===== config.mk =====
export PLATFORM = sky130hd
export DESIGN_NAME = rr_mux_arbiter
export DESIGN_NICKNAME = d
export VERILOG_FILES = /design/src/rtl/rr_mux_arbiter_pkg.sv /design/src/rtl/rr_mux_arbiter_mux4_lane.sv /design/src/rtl/rr_mux_arbiter.sv
export SDC_FILE = /design/constraint.sdc
export NUM_CORES = 1
export LEC_CHECK = 0
export BUFFER_PORTS_ARGS = -buffer_cell sky130_fd_sc_hd__buf_2
export CAP_MARGIN = 10
export CORE_MARGIN = 2
export CORE_UTILIZATION = 45
export CTS_CLUSTER_SIZE = 10
export DETAILED_ROUTE_END_ITERATION = 12
export PLACE_DENSITY = 0.78
export SYNTH_ARGS = -nofsm -noshare
export SYNTH_HDL_FRONTEND = slang
export SYNTH_SLANG_ARGS = --single-unit

===== constraint.sdc =====
create_clock -name clk -period 3.9 [get_ports clk]
set_input_delay 0.195 -clock clk [delete_from_list [all_inputs] [get_ports clk]]
set_output_delay 0.195 -clock clk [all_outputs]
set_load 0.005 [all_outputs]

===== src/rtl/rr_mux_arbiter_pkg.sv =====
// Shared types and constants for the 4-requester round-robin mux arbiter.
package rr_mux_arbiter_pkg;

  localparam int NUM_REQ = 4;
  localparam int SEL_W   = 2;

  typedef enum logic {
    IDLE  = 1'b0,
    GRANT = 1'b1
  } arb_state_t;

  function automatic logic [NUM_REQ-1:0] onehot_sel(input logic [SEL_W-1:0] s);
    logic [NUM_REQ-1:0] v;
    v    = '0;
    v[s] = 1'b1;
    return v;
  endfunction

endpackage


===== src/rtl/rr_mux_arbiter_mux4_lane.sv =====
// Combinational 4:1 selection of one DW-wide lane out of the packed request data.
module mux4_lane
  import rr_mux_arbiter_pkg::*;
#(
  parameter int DW = 8
) (
  input  logic [NUM_REQ*DW-1:0] din,
  input  logic [SEL_W-1:0]      sel,
  output logic [DW-1:0]         lane
);

  always_comb begin
    lane = '0;
    case (sel)
      2'd0: lane = din[0*DW +: DW];
      2'd1: lane = din[1*DW +: DW];
      2'd2: lane = din[2*DW +: DW];
      2'd3: lane = din[3*DW +: DW];
      default: lane = '0;
    endcase
  end

endmodule


===== src/rtl/rr_mux_arbiter.sv =====
// Round-robin arbiter over 4 requesters with bounded bursts; the granted lane's
// data is forwarded to a registered output one cycle after each beat.
module rr_mux_arbiter
  import rr_mux_arbiter_pkg::*;
#(
  parameter int DW        = 8,
  parameter int MAX_BURST = 4
) (
  input  logic                  clk,
  input  logic                  rst_n,
  input  logic [NUM_REQ-1:0]    req,
  input  logic [NUM_REQ*DW-1:0] din,
  output logic [NUM_REQ-1:0]    gnt,
  output logic [SEL_W-1:0]      sel,
  output logic [DW-1:0]         dout,
  output logic                  dout_vld,
  output logic                  busy
);

  localparam int CNT_W = $clog2(MAX_BURST) + 1;
  localparam logic [CNT_W-1:0] LAST_BEAT = CNT_W'(MAX_BURST - 1);

  // Scan last+1, last+2, last+3, last; the descending loop lets the nearest hit win.
  function automatic logic [SEL_W:0] rr_pick(input logic [NUM_REQ-1:0] r,
                                             input logic [SEL_W-1:0]   last);
    logic [SEL_W:0]   res;
    logic [SEL_W-1:0] idx;
    res = '0;
    for (int i = NUM_REQ; i >= 1; i--) begin
      idx = last + SEL_W'(i);
      if (r[idx]) res = {1'b1, idx};
    end
    return res;
  endfunction

  arb_state_t         state_q, state_d;
  logic [SEL_W-1:0]   sel_q, sel_d;
  logic [CNT_W-1:0]   cnt_q, cnt_d;
  logic [NUM_REQ-1:0] gnt_q, gnt_d;
  logic [DW-1:0]      dout_q, dout_d;
  logic               dout_vld_q, dout_vld_d;

  logic               beat;
  logic               rel_grant;
  logic               arbitrate;
  logic [SEL_W:0]     pick;
  logic [DW-1:0]      lane_data;

  mux4_lane #(.DW(DW)) u_lane_mux (
    .din  (din),
    .sel  (sel_q),
    .lane (lane_data)
  );

  always_comb begin
    beat       = (state_q == GRANT) && req[sel_q];
    rel_grant  = (state_q == GRANT) && (!req[sel_q] || (cnt_q == LAST_BEAT));
    arbitrate  = (state_q == IDLE) || rel_grant;
    pick       = rr_pick(req, sel_q);

    state_d    = state_q;
    sel_d      = sel_q;
    gnt_d      = gnt_q;
    cnt_d      = beat ? cnt_q + 1'b1 : cnt_q;
    dout_d     = beat ? lane_data : dout_q;
    dout_vld_d = beat;

    if (arbitrate) begin
      if (pick[SEL_W]) begin
        state_d = GRANT;
        sel_d   = pick[SEL_W-1:0];
        gnt_d   = onehot_sel(pick[SEL_W-1:0]);
        cnt_d   = '0;
      end else begin
        state_d = IDLE;
        gnt_d   = '0;
        cnt_d   = '0;
      end
    end
  end

  always_ff @(posedge clk or negedge rst_n) begin
    if (!rst_n) begin
      state_q    <= IDLE;
      sel_q      <= '1;
      cnt_q      <= '0;
      gnt_q      <= '0;
      dout_q     <= '0;
      dout_vld_q <= 1'b0;
    end else begin
      state_q    <= state_d;
      sel_q      <= sel_d;
      cnt_q      <= cnt_d;
      gnt_q      <= gnt_d;
      dout_q     <= dout_d;
      dout_vld_q <= dout_vld_d;
    end
  end

  assign gnt      = gnt_q;
  assign sel      = sel_q;
  assign dout     = dout_q;
  assign dout_vld = dout_vld_q;
  assign busy     = (state_q == GRANT);

endmodule


==> results.md <==
* Crit start category: flop
* H-tree depth at 1
* Worst Setup SP: sel[0]
* Mapped Area at 1160 um^2
* Largest net degree at the start of global routing at 20
* Worst slew margin at about 66%
* LEAKAGE at 0.000731 uW
* Final HPWL DP at 2170 um
* Fmax achieved at roughly 0.45 GHz
* Post-CTS setup buffers at 0
* Die Y at roughly 55 um
* Pre-antenna DRT Iters at 4
* Syn_nets at ~160
* PostCTS Resize Cnt at 0
* Seq cells post-synth at 19
* Vias in the first global route at 969
* CTS tree: done
* Tmin final at between 2000 and 2500 ps
* Unrepaired setup endpoints after global routing: false
* Fill cell count at ~220
* CP max-delay cell: dfstp_2
* Slew @ Worst Pin at a little over 500 ps
* Core area at ~2500 um^2
* Avg Inst Size Synth at roughly 9.7 um^2
* CTS Buf Count at 3
* DR DRC count at 0
* Area Growth Syn to Fin at 25.2%
* Clock Skews at around 3.3 ps
* Cell row count at 18
* Initial antenna violation count at 0
* Sequence of cells on the critical path: inv_1 -> ha_1 -> a221o_1 -> a21oi_2 -> o21ai_1 -> o31ai_1
* # diodes at 0
* Crit path max fanout at 11
* Max Cap Viol at 0
* Ys Warns at 0
* Crit end category: flop
* Synth cell types at 39
* Slowest stage delay, CP at between 600 and 700 ps
* Post-place setup slack at 1690 ps
* Delay-heaviest family, CP: compound AO/OA/AOI/OAI gates
* Worst r2r dst: gnt[0]
* Final hold vios at 0
* Post-Syn Instances at 120
* Data required time of the worst path at approximately 4100 ps
* Slew Viols, Final at 0
* Final setup viols at 0
* Clk Tree Root Cell: clkbuf_4
* Clk_lat worst skew at ~290 ps
* CP Class: flop to flop
* Final WS setup at about 1700 ps
* Via-to-Cell Ratio at 5.68
* Buffers and inverters on the worst path at 1
* Die W at 54.9 um
* Hold crit path type: primary input to flop
* Drt initial violations at 43
* All-Layer GR Usage at 19.6%
* Initial core utilization at between 40% and 50%
* Post-route ant nets at 0
* Post-DR wirelength/cell at about 14 um
* Register clock-pin slew on the reported worst setup and hold paths at approximately 110 ps
* Worst r2r src: sel[0]
* Bufs on Longest Clock Path at 2
* Worst Reg2Reg Path Length in Cells at 6
* Setup_tns at 0 ps
* Register area share after synthesis at between 40% and 50%
* Cell Pwr Density at ~760 nW/um^2
* GP Congestion at around 0.9
* Top Ports at 54
* Min-Delay Startpoint: din[3]
* Hold Path Cell Cnt at 3
* Die area at around 3000 um^2
* Period utilization at between 50% and 60%
* Ratio of cells with drive above 1 in the final layout at approximately two fifths
* Gr ovfl total at 0
* Slack of the worst reg-to-reg path at roughly 1700 ps
* Port Buffer Count at 53
* First-pass GRT wire length at between 4000 and 5000 um
* Worst VDD drop at a little under 0.0005 V
* Status: completed
* Hold-fix buffers, CTS at 1
* Critical Path AT at 2440 ps
* WL final at 2820 um
* Hold EP: dout[3]
* Vias at ~1,100
* CTS Sinks at 19
* Nets at 214
[synth_stat cells, drive strengths merged]
library cell | number | share of area (%)
dfrtp | 17 | 37
nand2 | 13 | 4.8
nor2 | 11 | 4.2
a21oi | 10 | 4.6
o21ai | 10 | 4.3
a222oi | 8 | 6.9
inv | 7 | 2.3
ha | 6 | 6.5
buf | 5 | 2.8
clkbuf | 4 | 1.3
mux2i | 3 | 2.6
a22o | 2 | 1.5
dfstp | 2 | 4.5
mux2 | 2 | 1.9
o211ai | 2 | 1.3
o31ai | 2 | 1.3
a21boi | 1 | 0.65
a21o | 1 | 0.65
a221o | 1 | 0.86
a22oi | 1 | 0.65
and2 | 1 | 0.54
mux4 | 1 | 1.9
nand4b | 1 | 0.75
nor2b | 1 | 0.54
nor3 | 1 | 1.4
o21a | 1 | 0.65
o21ba | 1 | 0.86
o221ai | 1 | 0.75
o22a | 1 | 0.75
o22ai | 1 | 0.54
or2 | 1 | 0.54
or4 | 1 | 0.65
[worst max-delay path by stage]
stage,endpoint,slack [ps],depth (start not counted)
after global placement,gnt[0],1760,6
final,gnt[0],1660,6
after detailed placement,gnt[0],1690,6
after floorplan,gnt[0],1790,7
after global routing,gnt[1],1500,6
after CTS,gnt[0],1670,6
[cell families (layout without fill, tap and decap cells)]
logic type / after synthesis / count (layout) / share of synthesized area, %
AND/OR/NAND/NOR: 30 / 30 / 13.4
adder cells (fa/ha/maj): 6 / 6 / 6.45
AO/OA/AOI/OAI: 43 / 43 / 26.2
flip-flops: 19 / 19 / 41.1
multiplexers: 6 / 6 / 6.45
buffers and inverters: 16 / 65 / 6.34
[where the power goes]
part / leakage (uW) / internal, uW / switching (uW)
registers: 0.000236 / 287 / 72.1
logic: 0.000478 / 296 / 353
clock network: 0.0000177 / 38.2 / 59.3
total: 0.000731 / 620 / 484
[layer usage]
layer	wire length (um)	global-route usage, %	vias up
li1	-	-	545
met1	1120	21.8	532
met2	1420	36.5	50
met3	243	3.55	4
met4	33	7.08	0
met5	0	0	-
[area by class of cell]
| class | count | area (um^2) | area share (%) |
|---|---|---|---|
| repair buffers | 54 | 275 | 18.9 |
| inverters | 7 | 26.3 | 1.80 |
| multi-input cells | 85 | 612 | 42.0 |
| clock inverters | 1 | 5.00 | 0.344 |
| flip-flops and latches | 19 | 478 | 32.8 |
| well taps | 30 | 37.5 | 2.58 |
| clock buffers | 3 | 22.5 | 1.55 |
[cells in the final DEF, fill, tap and decap left out, types with 2 or more instances in the layout]
cell type	n
o211ai_1	2
nand2_1	12
o21ai_0	9
mux2_2	2
ha_1	6
dfstp_2	2
buf_2	53
a222oi_1	8
mux2i_1	3
inv_1	7
a21oi_1	9
dfrtp_1	17
nor2_1	10
o31ai_1	2
a22o_1	2
clkbuf_4	3
[per-stage QoR]
step	total power (uW)	hold WS, ps	utilization (%)	std cells	cell area, um^2
final	1100	198	59.3	199	1460
after global routing	1210	181	59.3	199	1460
after detailed placement	1010	150	57.8	194	1420
after CTS	1110	186	59.3	199	1460
after floorplan	832	-101	-	120	1160
after global placement	983	145	57.8	194	1420
[state kept, by name, summed over array words and instances, names as in the netlist]
register  cells
gnt           4
sel           2
cnt_q         3
dout_vld      1
dout          8
busy          1
[worst reg2reg max path, cell delays in order (launching register included)]
cell and delay (ps):
dfstp_2 670, inv_1 150, ha_1 410, a221o_1 390, a21oi_2 200, o21ai_1 120
o31ai_1 210
(Power assumes the default switching activity.)
